**src/rtl/des_round_sequencer.sv**
```systemverilog
// Iterative DES controller: IP/PC1 on accept, one Feistel round per clock via an external F-function, FP on exit.
// Decryption (right-rotation key schedule) is built only when DES_DECRYPT_EN is defined.
module des_round_sequencer #(
  parameter int ROUNDS = 16
) (
  input  logic        clk,
  input  logic        rst,
  input  logic        in_valid,
  output logic        in_ready,
  input  logic [63:0] in_block,
  input  logic [63:0] in_key,
  input  logic        in_decrypt,
  output logic [31:0] f_r,
  output logic [47:0] f_k,
  input  logic [31:0] f_out,
  output logic        out_valid,
  input  logic        out_ready,
  output logic [63:0] out_block,
  output logic        busy
);

  if (ROUNDS != 16) begin : g_rounds_check
    $fatal(1, "des_round_sequencer: ROUNDS must be 16");
  end

  // state | meaning
  // IDLE  | in_ready high, waiting for a block/key
  // RUN   | one Feistel round per clock, rnd = 0..15
  // HOLD  | out_valid high, out_block stable until out_ready
  typedef enum logic [1:0] {IDLE, RUN, HOLD} state_t;

  localparam int IP_T [64] = '{
    58, 50, 42, 34, 26, 18, 10,  2, 60, 52, 44, 36, 28, 20, 12,  4,
    62, 54, 46, 38, 30, 22, 14,  6, 64, 56, 48, 40, 32, 24, 16,  8,
    57, 49, 41, 33, 25, 17,  9,  1, 59, 51, 43, 35, 27, 19, 11,  3,
    61, 53, 45, 37, 29, 21, 13,  5, 63, 55, 47, 39, 31, 23, 15,  7};

  localparam int FP_T [64] = '{
    40,  8, 48, 16, 56, 24, 64, 32, 39,  7, 47, 15, 55, 23, 63, 31,
    38,  6, 46, 14, 54, 22, 62, 30, 37,  5, 45, 13, 53, 21, 61, 29,
    36,  4, 44, 12, 52, 20, 60, 28, 35,  3, 43, 11, 51, 19, 59, 27,
    34,  2, 42, 10, 50, 18, 58, 26, 33,  1, 41,  9, 49, 17, 57, 25};

  localparam int PC1_T [56] = '{
    57, 49, 41, 33, 25, 17,  9,  1, 58, 50, 42, 34, 26, 18,
    10,  2, 59, 51, 43, 35, 27, 19, 11,  3, 60, 52, 44, 36,
    63, 55, 47, 39, 31, 23, 15,  7, 62, 54, 46, 38, 30, 22,
    14,  6, 61, 53, 45, 37, 29, 21, 13,  5, 28, 20, 12,  4};

  localparam int PC2_T [48] = '{
    14, 17, 11, 24,  1,  5,  3, 28, 15,  6, 21, 10,
    23, 19, 12,  4, 26,  8, 16,  7, 27, 20, 13,  2,
    41, 52, 31, 37, 47, 55, 30, 40, 51, 45, 33, 48,
    44, 49, 39, 56, 34, 53, 46, 42, 50, 36, 29, 32};

  function automatic logic [27:0] rotl28(input logic [27:0] x, input logic [1:0] s);
    logic [27:0] y;
    case (s)
      2'd1:    y = {x[26:0], x[27]};
      2'd2:    y = {x[25:0], x[27:26]};
      default: y = x;
    endcase
    return y;
  endfunction

`ifdef DES_DECRYPT_EN
  function automatic logic [27:0] rotr28(input logic [27:0] x, input logic [1:0] s);
    logic [27:0] y;
    case (s)
      2'd1:    y = {x[0], x[27:1]};
      2'd2:    y = {x[1:0], x[27:2]};
      default: y = x;
    endcase
    return y;
  endfunction
`endif

  state_t state, state_nxt;

  logic [31:0] l, r;
  logic [27:0] c, d;
  logic [3:0]  rnd;
  logic        accept;
  logic        last_rnd;
  logic        one_shift;
  logic [1:0]  shamt;
  logic [27:0] c_rot, d_rot;
  logic [55:0] cd_rot;
  logic [31:0] r_new;
  logic [63:0] ip_o;
  logic [55:0] pc1_o;
  logic [47:0] pc2_o;
  logic [63:0] fp_i, fp_o;

  for (genvar i = 0; i < 64; i++) begin : g_ip_fp
    assign ip_o[63-i] = in_block[64-IP_T[i]];
    assign fp_o[63-i] = fp_i[64-FP_T[i]];
  end

  for (genvar i = 0; i < 56; i++) begin : g_pc1
    assign pc1_o[55-i] = in_key[64-PC1_T[i]];
  end

  for (genvar i = 0; i < 48; i++) begin : g_pc2
    assign pc2_o[47-i] = cd_rot[56-PC2_T[i]];
  end

  assign accept    = in_valid & in_ready;
  assign last_rnd  = (rnd == 4'(ROUNDS - 1));
  assign one_shift = (rnd == 4'd0) | (rnd == 4'd1) | (rnd == 4'd8) | (rnd == 4'd15);
  assign cd_rot    = {c_rot, d_rot};
  assign r_new     = l ^ f_out;
  assign fp_i      = {r_new, r};
  assign f_r       = r;
  assign f_k       = pc2_o;

`ifdef DES_DECRYPT_EN
  logic dec;

  // Decrypt walks C/D backwards from C16/D16 (== C0/D0), so round 0 rotates by zero.
  always_comb begin
    shamt = one_shift ? 2'd1 : 2'd2;
    c_rot = rotl28(c, shamt);
    d_rot = rotl28(d, shamt);
    if (dec) begin
      shamt = (rnd == 4'd0) ? 2'd0 : (one_shift ? 2'd1 : 2'd2);
      c_rot = rotr28(c, shamt);
      d_rot = rotr28(d, shamt);
    end
  end

  always_ff @(posedge clk) begin
    if (rst) begin
      dec <= 1'b0;
    end else if (accept) begin
      dec <= in_decrypt;
    end
  end
`else
  logic unused_decrypt;
  assign unused_decrypt = in_decrypt;

  always_comb begin
    shamt = one_shift ? 2'd1 : 2'd2;
    c_rot = rotl28(c, shamt);
    d_rot = rotl28(d, shamt);
  end
`endif

  always_ff @(posedge clk) begin
    if (rst) begin
      state <= IDLE;
    end else begin
      state <= state_nxt;
    end
  end

  always_comb begin
    state_nxt = state;
    in_ready  = 1'b0;
    out_valid = 1'b0;
    busy      = 1'b0;
    case (state)
      IDLE: begin
        in_ready = 1'b1;
        if (in_valid) state_nxt = RUN;
      end
      RUN: begin
        busy = 1'b1;
        if (last_rnd) state_nxt = HOLD;
      end
      HOLD: begin
        busy      = 1'b1;
        out_valid = 1'b1;
        if (out_ready) state_nxt = IDLE;
      end
      default: state_nxt = IDLE;
    endcase
  end

  always_ff @(posedge clk) begin
    if (rst) begin
      l         <= '0;
      r         <= '0;
      c         <= '0;
      d         <= '0;
      rnd       <= '0;
      out_block <= '0;
    end else if (accept) begin
      l   <= ip_o[63:32];
      r   <= ip_o[31:0];
      c   <= pc1_o[55:28];
      d   <= pc1_o[27:0];
      rnd <= '0;
    end else if (state == RUN) begin
      c   <= c_rot;
      d   <= d_rot;
      l   <= r;
      r   <= r_new;
      rnd <= rnd + 4'd1;
      // Final swap: output is FP(R16 || L16).
      if (last_rnd) out_block <= fp_o;
    end
  end

endmodule

```
**config.mk**
```make
export PLATFORM = sky130hd
export DESIGN_NAME = des_round_sequencer
export DESIGN_NICKNAME = d
export VERILOG_FILES = /design/src/rtl/des_round_sequencer.sv
export SDC_FILE = /design/constraint.sdc
export NUM_CORES = 1
export LEC_CHECK = 0
export CAP_MARGIN = 10
export CORE_AREA = 8 8 184 186
export DETAILED_ROUTE_END_ITERATION = 10
export DIE_AREA = 0 0 192 194
export RECOVER_POWER = 50
export SYNTH_ARGS = -nofsm -noshare
export SYNTH_HDL_FRONTEND = slang
export SYNTH_SLANG_ARGS = --single-unit
```
**constraint.sdc**
```tcl
create_clock -name clk -period 5.1 [get_ports clk]
set_input_delay 0.51 -clock clk [delete_from_list [all_inputs] [get_ports clk]]
set_output_delay 0.51 -clock clk [all_outputs]
set_load 0.1 [all_outputs]
```
==> results.yml <==
power:
  p_switching_mw: 3.73
  swShare: 0.502
  power_density_nw_per_um2: 575
  pwr-share-clk: 0.191
  pwr-share-seq: 0.271
  p_int_mw: 3.69
  comb_power_share: 0.538
  peakVddDrop_v: 0.000411
  power.leakage_nw: 4.73
timing:
  finalSetupTns_ns: 0
  tightest_slew_ns: 2.82
  setup_ws_ns: 0.895
  fmax_mhz: 238
  finalHoldViolations: 0
  slew-limit-headroom: -0.883
  period_share: 0.824
  rsz0062_at_grt: "no"
  setup_violations: 0
  final_max_slew_viol_count: 155
  fin_crit_ns: 4.20
  skew_ns: 0.0160
  fin_hold_ws_ns: 0.452
clock_tree:
  post_cts_buffers: 0
  cts.sinks: 190
  ctsHoldBuffers: 0
  cts_tree: "yes"
  cts_root_buffer: "clkbuf_16"
  clk_latency_ns: 0.43
  clock_path_buffers: 2
  cts_made_buffers: 17
  postCtsResizedCells: 0
  clk_pin_slew_worst_paths_ns: 0.08
  htree_levels: 4
logic_synthesis:
  synth_fp_nets: 1143
  async_flop_share: 0
  syn_avg_cell_area_sq_um: 9.40
  yosysUniqueCellTypes: 39
  synth_edf_count: 0
  synth_cells: 970
  netlist_area_sq_um: 9120
  yosys_most_used_dff: "dfxtp_1"
  synth.ff_latch_count: 190
  ys_warn_count: 0
  ys_seq_area_frac: 0.417
setup_path:
  path_cells: "inv_1 > ha_1 > and2_1 > clkbuf_1 > nor3b_1 > a21oi_1 > o2bb2ai_2"
  critical_path.slowest_cell: "and2_1"
  worstSetupPathType: "reg -> reg"
  crit_arrival_ns: 4.49
  cp_max_fo: 74
  cp-end-kind: "register"
  cp_data_required_time_ns: 5.39
  rr_worst_depth: 7
  max_stage_delay_ns: 2.06
  startpoint_type: "register"
floorplan:
  dieWidth_um: 192
  die_h_um: 194
  coreArea_sq_um: 31100
  start_util: 0.294
  io-pin-count: 312
  die_area_sq_um: 37200
  fp-row-count: 65
final_layout:
  fin_nets: 1384
  multiInputGateArea_sq_um: 4820
  num-fill-cells: 3108
  drive_gt1_frac: 0.106
  seqCellArea_sq_um: 3800
  area_growth_pct: 41.5
  utilization: 0.415
  fin_area_sq_um: 12900
detailed_routing:
  vias: 7962
  first_pass_iters: 4
  vias_per_cell: 4.89
  drc: 0
  wl_per_cell_um: 18.9
  drt_iter0_drc: 340
  finalWirelength_um: 30800
  drtAntennaViolNets: 0
placement:
  dpl.hpwl_um: 20900
  gp_congestion: 0.776
  dpl_worst_slack_ns: 1.52
  dpl_cell_area_sq_um: 12300
  port_buffers: 302
global_routing:
  gr-max-usage-layer: "met2"
  use_met2: 0.257
  grt_pass1_wl_um: 47600
  grt_use_total: 0.160
  use_met1: 0.197
  first_global_vias: 8038
  antenna_found_initial: 2
  grt_overflow: 0
  met3_usage: 0.0563
  grt_start_max_net_pins: 105
run_status:
  violations: "capacitance limit, slew limit"
  outcome: "finished, violations left"
worst_hold_path:
  timing.hold.worst_path_depth: 2
  hold_path.class: "reg -> reg"
run:
  drv_cap: 2
-- routing by layer --
layer | part of all wire | wire (um) | vias to the layer above
li1 | - | - | 3941
met1 | 0.43 | 13300 | 3749
met2 | 0.46 | 14000 | 240
met3 | 0.090 | 2780 | 30
met4 | 0.022 | 681 | 2
met5 | 0.00042 | 13 | -
-- worst max-delay path, delay by kind of cell (launching register included) --
kind,cells,cell delay [ns]
AO/OA/AOI/OAI,2,0.29
buffers and inverters,2,1.03
flip-flops,1,0.33
adder cells (fa/ha/maj),1,0.24
AND/OR/NAND/NOR,2,2.18
-- flip-flops by register name, indices dropped and copies added (netlist names) --
register	cells
d	28
l	32
out_block	64
state	2
rnd	4
f_r	32
c	28
-- cell families (layout without fill, tap and decap cells) --
logic type                 after synthesis  after routing  synth area share
AOI/OAI and AO/OA                      272            272             0.221
xor gates and xnor gates                35             35            0.0336
adders and majority gates                8              8            0.0110
buffers and inverters                   97            351            0.0575
DFF                                    190            190             0.417
muxes                                   91             91             0.120
other                                    0              1                 0
and+or+nand+nor                        277            277             0.140
-- worst paths after layout --
check / start / endpoint / slack, ns
setup / recovery: state[1]$_SDFFE_PP0P_ / c[22]$_SDFFE_PP0P_ / 0.90
hold / removal: out_block[21]$_SDFFE_PP0P_ / out_block[21]$_SDFFE_PP0P_ / 0.45
setup reg to reg: state[1]$_SDFFE_PP0P_ / c[22]$_SDFFE_PP0P_ / 0.90
hold reg to reg: out_block[21]$_SDFFE_PP0P_ / out_block[21]$_SDFFE_PP0P_ / 0.45
-- Yosys cell counts (2+ instances only) --
library cell  number  area [sq um]
mux2i_1           43           430
a211oi_1          60           450
mux2_4            32           480
o2bb2ai_2         30           450
buf_4              8          60.1
buf_1             11          41.3
a21o_1             5          37.5
buf_6              6          67.6
nand2_1          136           510
nand3b_1           5          37.5
nand3_1            2          10.0
or3_1              2          12.5
a21oi_1          113           566
inv_1              6          22.5
dfxtp_1          190          3800
xnor2_1           33           289
mux2_2            16           180
buf_12             4          80.1
and3_1             2          12.5
nor2_1            70           263
o2bb2ai_1         18           158
a211oi_2           4          50.1
ha_1               8           100
nor3_1             6          30.0
o21ai_0            5          25.0
nor3b_1           49           368
o211ai_1          32           240
buf_2             16          80.1
a31oi_1            2          12.5
xor2_1             2          17.5
clkbuf_1          46           173
-- power by group through the flow --
stage	sequential [mW]	combinational, mW	clock, mW
after floorplan	2.58	2.58	0
after global placement	2.04	4.02	0
after detailed placement	2.05	4.03	0
after CTS	2.01	4.05	1.47
after global routing	2.05	4.22	1.53
final	2.01	3.99	1.42
-- area by class of cell --
type,count,share of cell area
Antenna cell,1,0.000194
Clock buffer,17,0.0330
Clock inverter,15,0.0147
Inverter,6,0.00175
Multi-Input combinational cell,683,0.374
Sequential cell,190,0.295
Tap cell,402,0.0390
Timing Repair Buffer,313,0.243
-- cell usage in the layout, fill, tap and decap left out, types with 2 or more instances in the layout --
cell type and count:
clkdlybuf4s50_1 219, dfxtp_1 190, nand2_1 137, a21oi_1 113, dlygate4sd3_1 82, nor2_1 69
a211oi_1 60, nor3b_1 49, mux2i_1 43, xnor2_1 33, mux2_4 32, o211ai_1 32
o2bb2ai_2 30, o2bb2ai_1 18, clkbuf_16 17, mux2_2 16, ha_1 7, inv_1 6
nor3_1 6, nand3b_1 5, a21o_1 5, o21ai_0 5, buf_4 5, a211oi_2 4
inv_8 4, inv_6 3, clkinv_8 3, buf_12 3, or3_1 2, a31oi_1 2
xor2_1 2, clkinvlp_4 2, clkbuf_1 2
-- stage by stage --
stage / cells / total power [mW]
floorplan: 970 / 5.16
global placement: 1594 / 6.06
detailed placement: 1594 / 6.08
CTS: 1626 / 7.54
global route: 1627 / 7.80
finish: 1627 / 7.42
No activity file was read; power rests on OpenSTA's default activity.
